## src/rtl/score_pkg.sv

```systemverilog
// score_pkg: shared constants, BCD digit type and carry helper for the score overlay
package score_pkg;
  localparam int DIGIT_W = 16;
  localparam int DIGIT_H = 32;
  localparam int NUM_DIGITS = 4;
  localparam int FIELD_W = 64;
  typedef logic [3:0] bcd_t;
  function automatic logic [4:0] bcd_inc(bcd_t d, logic cin);
    return (cin && d == 4'd9) ? 5'b1_0000 : {1'b0, d + bcd_t'(cin)};
  endfunction
endpackage

```

## src/rtl/score_digits_drawer_if.sv

```systemverilog
// score_digits_drawer_if: pixel scan inputs and draw request/colour outputs of a drawer
interface score_digits_drawer_if;
  logic        startOfFrame;
  logic [10:0] pixelX;
  logic [10:0] pixelY;
  logic        valuesRequest;
  logic [7:0]  valuesRGB;
  modport master(input startOfFrame, pixelX, pixelY, output valuesRequest, valuesRGB);
  modport slave(output startOfFrame, pixelX, pixelY, input valuesRequest, valuesRGB);
endinterface

```

## src/rtl/digit_font_rom.sv

```systemverilog
// digit_font_rom: combinational 8x16 glyph table for decimal digits, blank above 9
module digit_font_rom
  import score_pkg::*;
(
  input  bcd_t       digit,
  input  logic [3:0] row,
  output logic [7:0] fontRow
);
  logic [127:0] glyph;
  // one 16-row glyph per digit, row 0 in the top byte
  always_comb begin
    case (digit)
      4'd0:    glyph = 128'h00007CC6C6CEDEF6E6C6C67C00000000;
      4'd1:    glyph = 128'h0000183878181818181818_7E00000000;
      4'd2:    glyph = 128'h00007CC6060C183060C0C6FE00000000;
      4'd3:    glyph = 128'h00007CC606063C060606C67C00000000;
      4'd4:    glyph = 128'h00000C1C3C6CCCFE0C0C0C1E00000000;
      4'd5:    glyph = 128'h0000FEC0C0C0FC060606C67C00000000;
      4'd6:    glyph = 128'h00003860C0C0FCC6C6C6C67C00000000;
      4'd7:    glyph = 128'h0000FEC606060C183030303000000000;
      4'd8:    glyph = 128'h00007CC6C6C67CC6C6C6C67C00000000;
      4'd9:    glyph = 128'h00007CC6C6C67E0606060C7800000000;
      default: glyph = '0;
    endcase
  end
  assign fontRow = glyph[{~row, 3'b111} -: 8];
endmodule

```

## src/rtl/score_digits_drawer.sv

```systemverilog
// score_digits_drawer: BCD score accumulator rendered as a blinking 4-digit overlay
module score_digits_drawer
  import score_pkg::*;
#(
  parameter logic [10:0] TOP_X       = 11'd16,
  parameter logic [10:0] TOP_Y       = 11'd16,
  parameter logic [7:0]  DIGIT_COLOR = 8'hFF,
  parameter int          BLINK_LOG2  = 5
) (
  input  logic                 clk,
  input  logic                 resetN,
  score_digits_drawer_if.master bus,
  input  logic                 addPoints,
  input  logic [3:0]           addValue,
  input  logic                 clearScore,
  input  logic                 gameOver,
  output logic [15:0]          scoreBCD
);
  logic [15:0] score_d, score_q, disp_d, disp_q;
  logic [BLINK_LOG2:0] frame_cnt_d, frame_cnt_q;
  logic go_d, go_q, req_d, req_q;
  logic [7:0] rgb_d, rgb_q, font_row;
  bcd_t add_v, units, dig;
  logic [4:0] u_sum, t_r, h_r, th_r;
  logic u_c, in_field, visible, blank;
  logic [10:0] off_x, off_y;
  logic [1:0] idx;
  // score arithmetic, frame snapshot and blink counter
  always_comb begin
    add_v = addValue > 4'd9 ? 4'd9 : addValue;
    u_sum = {1'b0, score_q[3:0]} + {1'b0, add_v};
    u_c = u_sum > 5'd9;
    units = u_c ? 4'(u_sum - 5'd10) : u_sum[3:0];
    t_r = bcd_inc(score_q[7:4], u_c);
    h_r = bcd_inc(score_q[11:8], t_r[4]);
    th_r = bcd_inc(score_q[15:12], h_r[4]);
    score_d = clearScore ? 16'h0000 : !addPoints ? score_q :
              th_r[4] ? 16'h9999 : {th_r[3:0], h_r[3:0], t_r[3:0], units};
    disp_d = bus.startOfFrame ? score_q : disp_q;
    go_d = gameOver;
    frame_cnt_d = (gameOver && !go_q) ? '0 : bus.startOfFrame ? frame_cnt_q + 1'b1 : frame_cnt_q;
  end
  digit_font_rom u_rom (.digit(dig), .row(off_y[4:1]), .fontRow(font_row));
  // pixel hit test: field bounds, digit select, leading-zero blanking, font bit
  always_comb begin
    off_x = bus.pixelX - TOP_X;
    off_y = bus.pixelY - TOP_Y;
    in_field = bus.pixelX >= TOP_X && off_x < 11'(FIELD_W) && bus.pixelY >= TOP_Y && off_y < 11'(DIGIT_H);
    idx = off_x[5:4];
    dig = idx == 2'd0 ? disp_q[15:12] : idx == 2'd1 ? disp_q[11:8] : idx == 2'd2 ? disp_q[7:4] : disp_q[3:0];
    blank = idx == 2'd0 ? ~|disp_q[15:12] : idx == 2'd1 ? ~|disp_q[15:8] : idx == 2'd2 ? ~|disp_q[15:4] : 1'b0;
    visible = !gameOver || !frame_cnt_q[BLINK_LOG2];
    req_d = in_field && visible && !blank && font_row[3'd7 - off_x[3:1]];
    rgb_d = req_d ? DIGIT_COLOR : 8'h00;
  end
  // state and the single output register stage
  always_ff @(posedge clk or negedge resetN) begin
    if (!resetN) begin
      score_q <= '0;
      disp_q <= '0;
      frame_cnt_q <= '0;
      go_q <= 1'b0;
      req_q <= 1'b0;
      rgb_q <= 8'h00;
    end else begin
      score_q <= score_d;
      disp_q <= disp_d;
      frame_cnt_q <= frame_cnt_d;
      go_q <= go_d;
      req_q <= req_d;
      rgb_q <= rgb_d;
    end
  end
  assign bus.valuesRequest = req_q;
  assign bus.valuesRGB = rgb_q;
  assign scoreBCD = score_q;
endmodule

```

## src/flat_wrapper.sv

```systemverilog
// flat-port wrapper written by rule: the top's interface ports become plain ports
module score_digits_drawer_flat import score_pkg::*;
#(
  parameter logic [10:0] TOP_X       = 11'd16,
  parameter logic [10:0] TOP_Y       = 11'd16,
  parameter logic [7:0]  DIGIT_COLOR = 8'hFF,
  parameter int          BLINK_LOG2  = 5
)
  (clk, resetN, addPoints, addValue, clearScore, gameOver, scoreBCD, bus_startOfFrame, bus_pixelX, bus_pixelY, bus_valuesRequest, bus_valuesRGB);
  score_digits_drawer_if bus_i ();
  input  logic clk;
  input  logic resetN;
  input  logic addPoints;
  input  logic [3:0] addValue;
  input  logic clearScore;
  input  logic gameOver;
  output logic [15:0] scoreBCD;
  input wire logic [$bits(bus_i.startOfFrame)-1:0] bus_startOfFrame;
  input wire logic [$bits(bus_i.pixelX)-1:0] bus_pixelX;
  input wire logic [$bits(bus_i.pixelY)-1:0] bus_pixelY;
  output wire logic [$bits(bus_i.valuesRequest)-1:0] bus_valuesRequest;
  output wire logic [$bits(bus_i.valuesRGB)-1:0] bus_valuesRGB;
  assign bus_i.startOfFrame = bus_startOfFrame;
  assign bus_i.pixelX = bus_pixelX;
  assign bus_i.pixelY = bus_pixelY;
  assign bus_valuesRequest = bus_i.valuesRequest;
  assign bus_valuesRGB = bus_i.valuesRGB;
  score_digits_drawer #(.TOP_X(TOP_X), .TOP_Y(TOP_Y), .DIGIT_COLOR(DIGIT_COLOR), .BLINK_LOG2(BLINK_LOG2)) u_core (.clk(clk), .resetN(resetN), .bus(bus_i), .addPoints(addPoints), .addValue(addValue), .clearScore(clearScore), .gameOver(gameOver), .scoreBCD(scoreBCD));
endmodule
```

## config.mk

```make
export PLATFORM = sky130hd
export DESIGN_NAME = score_digits_drawer_flat
export DESIGN_NICKNAME = d
export VERILOG_FILES = /design/src/rtl/score_pkg.sv /design/src/rtl/score_digits_drawer_if.sv /design/src/rtl/digit_font_rom.sv /design/src/rtl/score_digits_drawer.sv /design/src/flat_wrapper.sv
export SDC_FILE = /design/constraint.sdc
export NUM_CORES = 1
export LEC_CHECK = 0
export CAP_MARGIN = 20
export CORE_MARGIN = 8
export CORE_UTILIZATION = 45
export DETAILED_ROUTE_END_ITERATION = 12
export GPL_TIMING_DRIVEN = 0
export HOLD_SLACK_MARGIN = 0.08
export PLACE_DENSITY = 0.69
export SYNTH_ARGS = -nofsm -noshare
export SYNTH_HDL_FRONTEND = slang
export SYNTH_SLANG_ARGS = --single-unit
```

## constraint.sdc

```tcl
create_clock -name clk -period 3.4 [get_ports clk]
set_input_delay 0.68 -clock clk [delete_from_list [all_inputs] [get_ports clk]]
set_output_delay 0.68 -clock clk [all_outputs]
set_load 0.02 [all_outputs]
```

==> flow_results.org <==
** Synthesis
- The number of nets in the synthesized netlist is 474.
- The Yosys step of the flow raised 0 warnings.
- Sequential cells were found to cover between 20 and 30% of the synthesized design area.
- Synthesis inferred 40 register bits.
- Number of synthesized flops with an enable pin :: 0
- Predominant post-synthesis flop cell :: dfrtp_1
- Fraction of synthesis flops using an asynchronous set or reset pin :: 100%
- Each instance of the synthesized netlist takes up on average between 8 and 9 um^2.
- Post-Syn Area :: ~3500 um^2
- Gate count after technology mapping :: 420
- The netlist uses 64 different library cells.

** Clock tree
- CTS root buffer :: clkbuf_8
- Clock buffer depth :: 2
- CTS tree :: done
- Clock latency at the later pin of the worst-skew pair :: 290 ps
- Level count of the clock H-tree :: 2
- Clock-pin slew was measured on the worst setup and hold paths at roughly 80 ps.
- Total CTS buffers :: 5
- For this design, the sink count on the clock tree is 40.

** Timing
- Setup ws final :: 165 ps
- Clock Skews :: 6.34 ps
- The max-slew violation total from the final report is 0.
- The final hold violation count was 0.
- Setup violations remaining at the end of the flow were counted as 0.
- Headroom to the max-slew limit came out at between 30% and 40%.
- RSZ-0062 raised after global routing :: no
- Final critical-path share of the clock period :: roughly 95%
- Time the final worst path needs with I/O delays and setup :: approximately 3200 ps
- Transition time at the pin with the least slew margin :: between 900 and 1000 ps
- Across all hold checks on the routed design, the worst slack comes to 499 ps.
- Maximum operating frequency :: about 0.31 GHz
- In the final timing run, aggregate negative setup slack is 0 ps.

** Drt
- DR WL/cell :: approximately 19 um
- Across all layers, the routed design uses around 3500 vias.
- In the routed design, unresolved DRC markers number 0.
- After the first detailed-routing iteration, the DRC count stood at 221.
- Total length of routed wires :: between 10 and 15 mm
- Once detail routing completed, the nets flagged for antenna violations numbered 0.
- Number of iterations in the first detailed-routing pass :: 5
- Dividing the detail-routed via count by the number of cells gives slightly above 6.

** Floorplanning
- The die covers between 10000 and 15000 um^2.
- Measured along the x axis, the die boundary spans roughly 100 um.
- After floorplanning, the core was sized to cover 7650 um^2.
- Once the floorplan was initialized, standard cells occupied between 40% and 50% of the core.
- Chip height :: 104 um
- Number of placed I/O pins :: 57
- Core Rows :: 32

** GRT
- Met2 Track Usage GR :: between 30% and 40%
- Largest net degree at the start of global routing :: between 40 and 50
- Total global routing overflow :: 0
- The layer flagged by global routing as most heavily used is met2.
- Number of antenna violations at the first check in global routing :: 0
- Global-route wire length before repair :: roughly 17 mm
- The number of global-route vias before repair was around 3500.
- Global routing used between 3 and 4% of the available met3 tracks.
- In the global route stage, overall resource usage came out at 19.3%.
- Global routing consumed, on the met1 layer, between 20 and 25% of the routing resources.

** Critical path
- In this design, the stage delay of the slowest critical-path cell is 470 ps.
- Required @ worst endpoint :: between 3000 and 4000 ps
- Cell at the slowest stage of the critical path :: clkdlybuf4s50_1
- Start-to-end type of the worst setup path :: input pin to flip-flop
- Critical path's top delay family :: adder cells
- Launching element type of the critical path :: input pin
- Signal arrival time at the worst endpoint :: about 3400 ps
- Bufs and invs on worst path :: 3
- Worst-path maximum fanout :: 8
- Cell type with the highest occurrence count on the critical path :: nand2_1
- The critical path goes through clkdlybuf4s50_1 > o21ai_0 > nand2b_1 > ha_1 > inv_1 > fa_2 > xor2_2 > nand2_1 > a21o_4 > nand2_1 > inv_1 > ha_1 > ha_1 > nand2_1 > nor2_1 > nand2_1 > a21oi_1.
- STA classifies the critical path endpoint as a flip-flop.

** Finish
- Proportion of layout cells with a drive suffix above 1 :: a little over an eighth
- Count of antenna diodes in the layout :: 0
- Syn-to-layout area delta :: 23.4%
- Cells fill between 50% and 60% of the core in the end.
- Number of nets at the end of the flow :: about 530

** Place
- The congestion estimate from routability-driven global placement came to around 0.97.
- Buffers placed on the I/O ports in this run total between 40 and 50.
- The HPWL after detailed placement is ~8.2 mm.
- Setup slack at placement :: -660 ps

** Outcome
- Outcome :: completed

** Power and ir drop
- Total power after layout :: approximately 1.8 mW
- Leakage :: 1.83 nW
- The worst-case IR drop observed on VDD is roughly 320 uV.
- Pwr/cell area :: just over 400 nW/um^2

** Worst hold path
- In this run the worst hold path is classified as input pin to async pin.

** Flow run
- The tool flagged a number of max-cap violations equal to 0.
## cell usage after synthesis, drive strengths merged (4+ instances only)
cell	count	area (um^2)
nand2	44	173
dfrtp	40	1000
a21oi	32	160
o21ai	31	155
nor2	30	113
clkbuf	24	90.1
ha	21	263
inv	19	71.3
mux2	18	203
buf	16	119
nand3	12	60.1
nand4	9	56.3
xor2	8	70.1
a311oi	7	61.3
nor2b	7	43.8
a211oi	6	45.0
mux2i	6	60.1
nand2b	6	37.5
or3	5	31.3
a311o	4	40.0
a31oi	4	25.0
mux4	4	90.1
## report_power, final
part	internal, mW	switching [mW]
registers	0.528	0.0565
clock network	0.217	0.170
logic	0.355	0.424
## path summary, 6_finish.rpt
path / startpoint / to / slack [ps] / cells after the start
worst max-delay path: addValue[1] / u_core.scoreBCD[10] / 170 / 17
worst min-delay path: resetN / u_core.bus.valuesRGB[6] / 500 / 1
worst max register to register: u_core.disp_q[5] / u_core.bus.valuesRGB[6] / 390 / 11
worst min register to register: u_core.disp_q[0] / u_core.disp_q[0] / 550 / 1
max in group asynchronous: resetN / u_core.disp_q[2] / 2320 / 1
min in group clk: u_core.disp_q[0] / u_core.disp_q[0] / 550 / 1
## cells in the final DEF, fill, tap and decap left out, types with 3 or more instances in the layout
| master | count |
|---|---|
| nand2b_1 | 6 |
| nor3_1 | 3 |
| mux4_2 | 4 |
| clkbuf_8 | 5 |
| a21oi_1 | 32 |
| a311o_1 | 4 |
| buf_4 | 14 |
| nor4bb_1 | 3 |
| clkbuf_1 | 23 |
| or3_1 | 5 |
| a311oi_1 | 5 |
| xor2_1 | 7 |
| ha_1 | 21 |
| inv_1 | 18 |
| dfrtp_1 | 40 |
| clkdlybuf4s50_1 | 45 |
| a211oi_1 | 6 |
| o21ai_0 | 27 |
| o21ai_1 | 4 |
| nor2b_1 | 7 |
| nor2_1 | 30 |
| o211ai_1 | 3 |
| nand3_1 | 11 |
| buf_6 | 4 |
| nand2_1 | 43 |
| o221ai_1 | 3 |
| mux2i_1 | 6 |
| mux2_2 | 18 |
| o31ai_1 | 3 |
| buf_2 | 4 |
| nand4_1 | 9 |
| o31a_1 | 3 |
| a31oi_1 | 4 |
| o22ai_1 | 3 |
## cell type report
type                    instances  area, um^2
plain buffers                  38         206
clock buffers                   5        68.8
clock inverters                 3        42.5
fillers                       721        3310
inverters                      19        71.3
multi-input cells             321        2300
flip-flops and latches         40        1000
well taps                     102         128
repair buffers                 54         522
## metal layers
metal | vias up | wire length [um]
met4 | 0 | 458
met3 | 42 | 671
met1 | 1648 | 4350
met5 | - | 0
met2 | 182 | 5440
li1 | 1658 | -
## repair_timing
item / in CTS / in global routing
endpoints found under the setup margin: 12 / 7
pin swaps: 3 / 2
setup buffers: 0 / 6
hold buffers: 0 / 0
resized for setup: 12 / 7
## state kept, by name (all words and copies together), names as in the netlist
name                  count
u_core.scoreBCD          16
u_core.frame_cnt_q        6
u_core.bus.valuesRGB      1
u_core.go_q               1
u_core.disp_q            16
## cell families (layout without fill, tap and decap cells)
logic type | Yosys count | count (layout) | share of synthesized area (%)
buffers and inverters | 59 | 119 | 7.96
xor gates and xnor gates | 11 | 11 | 2.74
adders and majority gates | 22 | 22 | 8.03
and+or+nand+nor | 137 | 137 | 19.6
DFF | 40 | 40 | 28.4
AOI/OAI and AO/OA | 123 | 123 | 23.2
muxes | 28 | 28 | 10.0
## through the flow
step | std cells | cell area (um^2)
after global placement | 570 | 4130
final | 582 | 4340
after global routing | 582 | 4340
after detailed placement | 570 | 4120
after CTS | 577 | 4270
after floorplan | 420 | 3520
No activity file was read; power rests on OpenSTA's default activity.
